`src/rtl/megarom_spi_pkg.sv`:
```
// Frame layout, link-check pattern and FSM encoding for the MegaROM CPLD SPI link.
package megarom_spi_pkg;

  localparam int FRAME_BITS  = 32;
  localparam int ADDR_BITS   = 19;
  localparam int RNW_BIT     = 19;
  localparam int WDATA_FIRST = 20;
  localparam int RDATA_FIRST = 24;

  localparam logic [FRAME_BITS-1:0] LINK_MASK    = 32'h7FFFE000;
  localparam logic [FRAME_BITS-1:0] LINK_PATTERN = 32'h55554000;

  typedef enum logic [2:0] {
    ST_IDLE,
    ST_SETUP,
    ST_SHIFT,
    ST_HOLD,
    ST_GAP
  } state_t;

  // Frame bit n (transmit order) lives at word position FRAME_BITS-1-n.
  function automatic logic [FRAME_BITS-1:0] build_frame(input logic                 rnw,
                                                        input logic [ADDR_BITS-1:0] addr,
                                                        input logic [7:0]           wdata,
                                                        input logic                 rel);
    logic [FRAME_BITS-1:0] f;
    f = '0;
    f[FRAME_BITS-1 -: ADDR_BITS] = addr;
    f[FRAME_BITS-1-RNW_BIT]      = rnw;
    if (!rnw) f[FRAME_BITS-1-WDATA_FIRST -: 8] = wdata;
    f[0] = rel;
    return f;
  endfunction

endpackage

```
`src/rtl/megarom_spi_sck_gen.sv`:
```
// SCK divider: one tick every CLK_DIV cycles while run, toggling SCK when toggle_en.
// Latency: rise/fall strobes coincide with the clk edge that changes cpld_SCK.
// Backpressure: none; SCK is forced low whenever toggle_en drops.
module megarom_spi_sck_gen #(
  parameter int CLK_DIV = 2
) (
  input  logic clk,
  input  logic nRST,
  input  logic run,
  input  logic toggle_en,
  output logic tick,
  output logic rise,
  output logic fall,
  output logic cpld_SCK
);

  localparam int DW = (CLK_DIV > 1) ? $clog2(CLK_DIV) : 1;

  logic [DW-1:0] div_cnt;

  assign tick = run && (div_cnt == DW'(CLK_DIV - 1));
  assign rise = tick && toggle_en && !cpld_SCK;
  assign fall = tick && toggle_en && cpld_SCK;

  always_ff @(posedge clk or negedge nRST) begin
    if (!nRST) begin
      div_cnt  <= '0;
      cpld_SCK <= 1'b0;
    end else begin
      if (!run || tick) div_cnt <= '0;
      else              div_cnt <= div_cnt + 1'b1;
      cpld_SCK <= toggle_en && (cpld_SCK ^ tick);
    end
  end

endmodule

```
`src/rtl/megarom_spi_initiator.sv`:
```
// SPI mode-0 master: one host request -> one 32-bit SS-framed CPLD transaction (optional MISO_LINK_CHECK_EN).
// Latency: accept -> rsp_valid = 1 + 66*CLK_DIV clk; ready again CLK_DIV*SS_GAP clk later.
// Backpressure: req_ready only in IDLE; requests held during a frame or the SS gap wait.
module megarom_spi_initiator
  import megarom_spi_pkg::*;
#(
  parameter int CLK_DIV = 2,
  parameter int SS_GAP  = 4
) (
  input  logic                 clk,
  input  logic                 nRST,
  input  logic                 req_valid,
  output logic                 req_ready,
  input  logic                 req_rnw,
  input  logic [ADDR_BITS-1:0] req_addr,
  input  logic [7:0]           req_wdata,
  input  logic                 req_release,
  output logic                 rsp_valid,
  output logic [7:0]           rsp_rdata,
  output logic                 busy,
  output logic                 cpld_SCK,
  output logic                 cpld_MOSI,
  output logic                 cpld_SS,
  input  logic                 cpld_MISO
`ifdef MISO_LINK_CHECK_EN
  ,
  output logic                 link_err
`endif
);

  localparam int GW = $clog2(SS_GAP + 1);

  state_t                state;
  logic [FRAME_BITS-1:0] shreg;
  logic [5:0]            hp;
  logic [GW-1:0]         gap_cnt;
  logic                  rnw_q;
  logic [7:0]            rd_sr;
  logic                  accept;
  logic                  run;
  logic                  toggle_en;
  logic                  tick;
  logic                  rise;
  logic                  fall;
  logic [4:0]            rise_bit;

  assign accept = req_valid && req_ready;
  // First SETUP cycle only drops SS; the divider starts on the next one.
  assign run       = (state != ST_IDLE) && !(state == ST_SETUP && cpld_SS);
  assign toggle_en = (state == ST_SETUP && !cpld_SS) || (state == ST_SHIFT && hp != 6'd63);
  // hp counts half-periods of SHIFT; an odd hp ends in the rise of the next bit.
  assign rise_bit  = (state == ST_SHIFT) ? hp[5:1] + 5'd1 : 5'd0;

  megarom_spi_sck_gen #(.CLK_DIV(CLK_DIV)) u_sck_gen (
    .clk      (clk),
    .nRST     (nRST),
    .run      (run),
    .toggle_en(toggle_en),
    .tick     (tick),
    .rise     (rise),
    .fall     (fall),
    .cpld_SCK (cpld_SCK)
  );

`ifdef MISO_LINK_CHECK_EN
  logic [4:0] link_pos;
  assign link_pos = 5'd31 - rise_bit;

  always_ff @(posedge clk or negedge nRST) begin
    if (!nRST)        link_err <= 1'b0;
    else if (accept)  link_err <= 1'b0;
    else if (rise && LINK_MASK[link_pos] && (cpld_MISO != LINK_PATTERN[link_pos]))
      link_err <= 1'b1;
  end
`endif

  always_ff @(posedge clk or negedge nRST) begin
    if (!nRST) begin
      state     <= ST_IDLE;
      req_ready <= 1'b0;
      busy      <= 1'b0;
      rsp_valid <= 1'b0;
      rsp_rdata <= 8'h00;
      cpld_SS   <= 1'b1;
      cpld_MOSI <= 1'b0;
      shreg     <= '0;
      hp        <= '0;
      gap_cnt   <= '0;
      rnw_q     <= 1'b0;
      rd_sr     <= 8'h00;
    end else begin
      rsp_valid <= 1'b0;
      if (rise && rise_bit >= 5'(RDATA_FIRST)) rd_sr <= {rd_sr[6:0], cpld_MISO};
      case (state)
        ST_IDLE: begin
          req_ready <= 1'b1;
          if (accept) begin
            req_ready <= 1'b0;
            busy      <= 1'b1;
            shreg     <= build_frame(req_rnw, req_addr, req_wdata, req_release);
            rnw_q     <= req_rnw;
            state     <= ST_SETUP;
          end
        end
        ST_SETUP: begin
          if (cpld_SS) begin
            cpld_SS   <= 1'b0;
            cpld_MOSI <= shreg[FRAME_BITS-1];
          end else if (tick) begin
            hp    <= '0;
            state <= ST_SHIFT;
          end
        end
        ST_SHIFT: begin
          if (tick) begin
            if (hp == 6'd63) state <= ST_HOLD;
            else             hp    <= hp + 6'd1;
          end
          if (fall) begin
            shreg     <= shreg << 1;
            cpld_MOSI <= shreg[FRAME_BITS-2];
          end
        end
        ST_HOLD: begin
          if (tick) begin
            cpld_SS   <= 1'b1;
            cpld_MOSI <= 1'b0;
            rsp_valid <= 1'b1;
            rsp_rdata <= rnw_q ? rd_sr : 8'h00;
            gap_cnt   <= '0;
            state     <= ST_GAP;
          end
        end
        ST_GAP: begin
          if (tick) begin
            if (gap_cnt == GW'(SS_GAP - 1)) begin
              state     <= ST_IDLE;
              req_ready <= 1'b1;
              busy      <= 1'b0;
            end else begin
              gap_cnt <= gap_cnt + 1'b1;
            end
          end
        end
        default: state <= ST_IDLE;
      endcase
    end
  end

endmodule

```
`config.mk`:
```
export PLATFORM = sky130hd
export DESIGN_NAME = megarom_spi_initiator
export DESIGN_NICKNAME = d
export VERILOG_FILES = /design/src/rtl/megarom_spi_pkg.sv /design/src/rtl/megarom_spi_sck_gen.sv /design/src/rtl/megarom_spi_initiator.sv
export SDC_FILE = /design/constraint.sdc
export NUM_CORES = 1
export LEC_CHECK = 0
export ABC_AREA = 1
export CORE_UTILIZATION = 46
export CTS_BUF_LIST = sky130_fd_sc_hd__clkbuf_16
export CTS_CLUSTER_SIZE = 14
export DETAILED_ROUTE_END_ITERATION = 8
export GPL_TIMING_DRIVEN = 0
export PLACE_DENSITY = 0.76
export SLEW_MARGIN = 20
export SYNTH_ARGS = -nofsm -noshare
export SYNTH_HDL_FRONTEND = slang
export SYNTH_SLANG_ARGS = --single-unit
```
`constraint.sdc`:
```
create_clock -name clk -period 3.05 [get_ports clk]
set_input_delay 0.305 -clock clk [delete_from_list [all_inputs] [get_ports clk]]
set_output_delay 0.305 -clock clk [all_outputs]
set_load 0.005 [all_outputs]
```
==> results of run 1 <==
==> power by group through the flow <==
stage | combinational, mW | clock (mW) | sequential, mW
4_1_cts | 1.38 | 1.32 | 1.38
6_report | 1.38 | 1.30 | 1.38
3_3_place_gp | 1.33 | 0 | 1.38
2_1_floorplan | 0.995 | 0 | 1.35
3_5_place_dp | 1.37 | 0 | 1.39
5_1_grt | 1.58 | 1.35 | 1.41
==> critical path, cell delays in order (launching register included) <==
cell and delay (ns):
sky130_fd_sc_hd__dfrtp_1 0.42, sky130_fd_sc_hd__ha_1 0.24, sky130_fd_sc_hd__nand3_1 0.12, sky130_fd_sc_hd__nor2_1 0.09, sky130_fd_sc_hd__o21ai_2 0.29, sky130_fd_sc_hd__nand3_4 0.16, sky130_fd_sc_hd__buf_2 0.22, sky130_fd_sc_hd__nand3_1 0.09
sky130_fd_sc_hd__nand2_1 0.06
==> placed cells by master, fill, tap and decap left out, types with 6 or more instances in the layout <==
cell type | Yosys | final
sky130_fd_sc_hd__clkdlybuf4s50_1 | 0 | 45
sky130_fd_sc_hd__nor2_1 | 16 | 16
sky130_fd_sc_hd__nand2_1 | 209 | 209
sky130_fd_sc_hd__a21oi_1 | 6 | 6
sky130_fd_sc_hd__nand3_1 | 57 | 57
sky130_fd_sc_hd__inv_1 | 11 | 11
sky130_fd_sc_hd__dfrtp_1 | 67 | 67
sky130_fd_sc_hd__o21ai_0 | 17 | 17
sky130_fd_sc_hd__buf_1 | 6 | 6
sky130_fd_sc_hd__inv_2 | 6 | 6
sky130_fd_sc_hd__clkbuf_16 | 0 | 9
sky130_fd_sc_hd__buf_2 | 9 | 9
==> registers in the layout, indices dropped and copies added (netlist names) <==
signal and cells:
shreg 32, rd_sr 8, rsp_rdata 8, hp 6, gap_cnt 3, state 3
busy 1, cpld_MOSI 1, cpld_SS 1, req_ready 1, rnw_q 1, rsp_valid 1
u_sck_gen.cpld_SCK 1, u_sck_gen.div_cnt 1
==> layer usage <==
layer  GRT usage  vias up  part of all wire
met5           0        -                 0
li1            -     1525                 -
met3     0.03582       12             0.039
met2      0.3517       65              0.48
met1      0.2821     1415              0.46
met4     0.09677        0             0.021
==> logic make-up (layout without fill, tap and decap cells) <==
group	after synthesis	count (layout)	share of synthesized area
xor gates and xnor gates	4	4	0.01027
DFF	68	68	0.4991
buffers and inverters	37	101	0.05280
adders and majority gates	4	4	0.01467
and+or+nand+nor	298	298	0.3770
AOI/OAI and AO/OA	29	29	0.04620
==> final cells by class <==
cell class,count,area (um2)
Fill cell,646,2819
Clock buffer,9,225.2
Inverter,18,67.56
Sequential cell,68,1703
Timing Repair Buffer,48,488.0
Tap cell,99,123.9
Multi-Input combinational cell,335,1529
Clock inverter,7,146.4
Buffer,19,112.6
==> worst paths after layout <==
kind,from,to
min in group clk,rd_sr[7],rd_sr[7]
max reg2reg,hp[0],shreg[30]
min,nRST,rsp_rdata[4]
max in group asynchronous,nRST,cpld_SS
min reg2reg,rd_sr[7],rd_sr[7]
max,hp[0],shreg[30]
==> per-stage QoR <==
step           instances  setup slack, ns    util  hold slack (ns)  setup TNS [ns]
3_3_place_gp         585          -0.6427  0.5539           0.4565          -42.89
3_5_place_dp         586            1.217  0.5564           0.2511               0
5_1_grt              603            1.052  0.6093           0.4849               0
4_1_cts              603            1.247  0.6093           0.4433               0
6_report             603            1.243  0.6093           0.4311               0
2_1_floorplan        440            1.486       -         0.009409               0
==> impl_metrics.yaml, run 1 <==
synthesis:
  synth_edf_count: 0
  synth_flop_cell: "sky130_fd_sc_hd__dfrtp_1"
  synth.ff_latch_count: 68
  synth_warnings: 0
  post_synth_inst_count: 440
  yosys-top-cells-area: "sky130_fd_sc_hd__dfrtp_1 (49%), sky130_fd_sc_hd__nand2_1 (23%), sky130_fd_sc_hd__nand3_1 (8.4%)"
  async_set_or_reset_flop_fraction_in_the_synthesized_netlist: 1.000
  post-synth-top-count-cell: "sky130_fd_sc_hd__nand2_1"
  synth.yosys.seq_area_share: 0.4991
  post_synth_design_cell_area_um2: 3412
  synth.top_cell.area_share: 0.4914
  synthesis.nets: 477
  syn_area_per_cell_um2: 7.755
  synth.distinct_cells: 31
  post_synth_most_frequent_cells: "sky130_fd_sc_hd__nand2_1 (209), sky130_fd_sc_hd__dfrtp_1 (67), sky130_fd_sc_hd__nand3_1 (57)"
  yosys.area.top_type: "sky130_fd_sc_hd__dfrtp_1"
clocking:
  cts_num_sinks: 68
  postCtsHoldBufs: 1
  clk_pin_slew_worst_paths_ns: 0.06
  worstSkewPairLatency_ns: 0.33
  clk_path_buf_depth: 2
  tritoncts.num_buffers: 9
  cts.repair.resized: 0
  tritoncts_clock_tree: "done"
  cts.repair_timing.setup_buffer_count: 0
  clock_tree.root_cell: "sky130_fd_sc_hd__clkbuf_16"
  htreeDepth: 3
pwr:
  static-leakage-power_nw: 2.232
  clock_power_share: 0.320
  share_seq_of_total_power: 0.340
  powerDensity_nw_per_um2: 924.9
  p_sw_mw: 1.463
  power_switching_share: 0.3600
  cell_internal_pwr_mw: 2.602
  p_comb_frac: 0.340
  worst_ir_drop_vdd_mv: 0.4098
  power_mw: 4.065
worst_setup_path:
  worstPathArrival_ns: 2.03
  crit_path_required_time_ns: 3.27
  timing.critical_path.fanout_max: 10
  setup_slack_of_the_worst_register_to_register_path_ns: 1.24
  worst-setup-path-type: "reg -> reg"
  startpoint_type_of_the_worst_setup_path: "register"
  endpoint_kind: "register"
  reg2regPathDepth: 8
placed_design:
  post_dp_cell_area_um2: 4014
  port_buffers: 46
  detailed_place_hpwl_um: 5253
  gpl.final_weighted_congestion: 0.8513
global_route:
  gr-usage-all-layers: 0.2152
  grt_antenna_before_repair: 0
  globalRoute.totalOverflow: 0
  grt_pass1_wl_um: 12800
  grt_pass1_vias: 2804
  grt_max_degree: 42
die:
  top_level_ports: 47
  core_area_um2: 7214
  start_util: 0.4729
  std_cell_rows: 31
  floorplan.die.height_um: 88.13
  die_w_um: 88.13
  die-area_um2: 7766
route:
  detail_route.drc_violations: 0
  dr_total_vias: 3017
  postRouteWirelength_um: 7479
  routed_wire_length_per_instance_um: 12.40
  first_pass_iters: 4
  drt-vias-per-instance: 5.003
  detail-route-antenna-nets: 0
  drt_first_iter_violations: 156
sta:
  final_cycle_utilization_of_the_critical_path: 0.5926
  grt_setup_unrepaired: "no"
  setup_viol: 0
  slew_viol_final: 0
  final.min_clock_period_ns: 1.807
  timing.clock.skew_ns: 0.004480
  worstMarginPinSlew_ns: 0.5008
  timing.final.hold_violations: 0
  fmax_mhz: 553.3
  max_slew_margin: 0.6661
finish:
  insertedDiodeCount: 0
  post-route-cell-area_um2: 4395
  drive_gt1_frac: 0.1032
  nets: 536
  syn2layout_area_growth_pct: 28.82
flow_run:
  maxCapViolations: 0
hold_path:
  min_path_type: "in -> async"
status:
  outcome: "complete, no violations"
No activity file was read; power rests on OpenSTA's default activity.
==> run 2: changes to the inputs <==
==> constraint.sdc (replaced) <==
create_clock -name clk -period 1.8 [get_ports clk]
set_input_delay 0.18 -clock clk [delete_from_list [all_inputs] [get_ports clk]]
set_output_delay 0.18 -clock clk [all_outputs]
set_load 0.005 [all_outputs]
==> impl_metrics.yaml, run 2 (synthesized netlist as in run 1, its figures left out) <==
route:
  drt_first_iter_violations: 125
  dr_total_vias: 3084
  first_pass_iters: 4
  detail_route.drc_violations: 0
  postRouteWirelength_um: 7606
  drt-vias-per-instance: 5.031
  routed_wire_length_per_instance_um: 12.41
  detail-route-antenna-nets: 0
clocking:
  clk_path_buf_depth: 2
  cts_num_sinks: 68
  clock_tree.root_cell: "sky130_fd_sc_hd__clkbuf_16"
  tritoncts.num_buffers: 9
  htreeDepth: 3
  clk_pin_slew_worst_paths_ns: 0.06
  worstSkewPairLatency_ns: 0.33
  tritoncts_clock_tree: "done"
worst_setup_path:
  setup_slack_of_the_worst_register_to_register_path_ns: 0.11
  worst-setup-path-type: "reg -> reg"
  worstPathArrival_ns: 1.92
  timing.critical_path.fanout_max: 10
  endpoint_kind: "register"
  crit_path_required_time_ns: 2.03
  startpoint_type_of_the_worst_setup_path: "register"
finish:
  syn2layout_area_growth_pct: 32.42
  drive_gt1_frac: 0.1381
  post-route-cell-area_um2: 4518
  mostFrequentLayoutCells: "sky130_fd_sc_hd__nand2_1 (209), sky130_fd_sc_hd__dfrtp_1 (64), sky130_fd_sc_hd__nand3_1 (56), sky130_fd_sc_hd__clkdlybuf4s50_1 (45), sky130_fd_sc_hd__o21ai_0 (16)"
  insertedDiodeCount: 0
  largestRegisters: "shreg x32, rd_sr x8, rsp_rdata x8"
  nets: 546
  most_frequent_standard_cell_in_the_layout_excluding_fill_and_tap_cells: "sky130_fd_sc_hd__nand2_1"
  largest_register_ffs: 32
  layout_fillers: 622
  max_flop_register: "shreg"
die:
  die_w_um: 88.13
  start_util: 0.4729
  floorplan.die.height_um: 88.13
  die-area_um2: 7766
  core_area_um2: 7214
  top_level_ports: 47
  std_cell_rows: 31
global_route:
  gr-usage-all-layers: 0.2168
  grt_max_degree: 42
  globalRoute.totalOverflow: 0
  grt_pass1_wl_um: 12850
  grt_antenna_before_repair: 0
  grt_pass1_vias: 2809
sta:
  timing.final.hold_violations: 0
  max_slew_margin: 0.6792
  timing.clock.skew_ns: 0.003086
  worstMarginPinSlew_ns: 0.4812
  final.min_clock_period_ns: 1.691
  slew_viol_final: 0
  setup_viol: 0
  final_cycle_utilization_of_the_critical_path: 0.9392
  fmax_mhz: 591.5
  grt_setup_unrepaired: "no"
status:
  outcome: "complete, no violations"
placed_design:
  detailed_place_hpwl_um: 5253
  gpl.final_weighted_congestion: 0.8513
  port_buffers: 46
  post_dp_cell_area_um2: 4014
pwr:
  worst_ir_drop_vdd_mv: 0.6926
  powerDensity_nw_per_um2: 1559
  power_mw: 7.043
  static-leakage-power_nw: 2.291
hold_path:
  min_path_type: "in -> async"
flow_run:
  maxCapViolations: 0
[run 2: cell count changes in the layout (fill, tap and decap cells not counted), moves of 2 or more]
cell	delta
sky130_fd_sc_hd__nor2_4	+3
sky130_fd_sc_hd__buf_4	+13
sky130_fd_sc_hd__buf_2	-3
sky130_fd_sc_hd__dfrtp_2	+3
sky130_fd_sc_hd__buf_1	-2
sky130_fd_sc_hd__dfrtp_1	-3
sky130_fd_sc_hd__clkbuf_2	+2
sky130_fd_sc_hd__nor2_1	-2
[run 2: layout make-up]
type                            instances  area, um2  area share
Clock inverter                          7      146.4     0.03240
Sequential cell                        68       1707      0.3777
Multi-Input combinational cell        335       1563      0.3459
Tap cell                               99      123.9     0.02742
Inverter                               18      67.56     0.01495
Timing Repair Buffer                   58      563.0      0.1246
Buffer                                 19      122.6     0.02714
Clock buffer                            9      225.2     0.04985
[run 2: repair_timing]
item                       4_1_cts  5_1_grt
setup buffers                    2        8
pin swaps                        1        2
hold endpoints to repair        27        0
hold buffers                     1        0
gates resized for setup          1       19
setup endpoints to repair        1       44
gates cloned                     0        0
[run 2: metal layers]
layer / GRT usage / up-vias / routed length [um]
met5: 0 / - / 0
met2: 0.3545 / 66 / 3714
met3: 0.03582 / 12 / 299
met1: 0.2851 / 1461 / 3443
met4: 0.09531 / 0 / 148
li1: - / 1545 / -
[run 2: report_power, final]
group          total [mW]  switching (mW)  leakage (nW)  internal, mW
clock                2.21           0.704         0.181          1.51
sequential           2.36           0.338         0.882          2.02
combinational        2.48            1.49          1.23         0.987
total                7.04            2.53          2.29          4.51
[run 2: worst max-delay path, cell delays in order (launching register included)]
cell and delay [ns]:
sky130_fd_sc_hd__dfrtp_1 0.39, sky130_fd_sc_hd__ha_2 0.22, sky130_fd_sc_hd__nand3_2 0.12, sky130_fd_sc_hd__nor2_4 0.15, sky130_fd_sc_hd__o21ai_2 0.08, sky130_fd_sc_hd__buf_4 0.15
sky130_fd_sc_hd__nand2_4 0.12, sky130_fd_sc_hd__inv_2 0.07, sky130_fd_sc_hd__buf_6 0.14, sky130_fd_sc_hd__nand3_1 0.09, sky130_fd_sc_hd__nand2_1 0.06
[run 2: worst paths after layout]
| path | from | to | cells after the start |
|---|---|---|---|
| min in group clk | cpld_MISO | rd_sr[0] | 3 |
| hold / removal | nRST | rsp_rdata[4] | 2 |
| hold reg to reg | rd_sr[7] | rd_sr[7] | 2 |
| setup / recovery | hp[0] | rd_sr[4] | 10 |
| setup reg to reg | hp[0] | rd_sr[4] | 10 |
| max in group asynchronous | nRST | cpld_SS | 3 |
[run 2: through the flow]
step                worst slack, ns  std cells  hold slack, ns  utilization  TNS, ns
finish                       0.1094        613          0.3070       0.6263        0
CTS                         0.02205        605          0.3183       0.6117        0
floorplan                    0.2363        440         -0.1156            -        0
global placement             -1.768        585          0.4565       0.5539  -119.24
detailed placement          0.01433        586          0.1261       0.5564        0
global route               0.004080        613          0.3599       0.6263        0
==> run 3: changes to the inputs <==
--- a/config.mk
+++ b/config.mk
@@ -6,6 +6,7 @@
 export NUM_CORES = 1
 export LEC_CHECK = 0
 export ABC_AREA = 1
+export CAP_MARGIN = 10
 export CORE_UTILIZATION = 46
 export CTS_BUF_LIST = sky130_fd_sc_hd__clkbuf_16
 export CTS_CLUSTER_SIZE = 14
==> results of run 3 <==
Same layout as run 2: the final DEF is identical, and so are final timing and power.
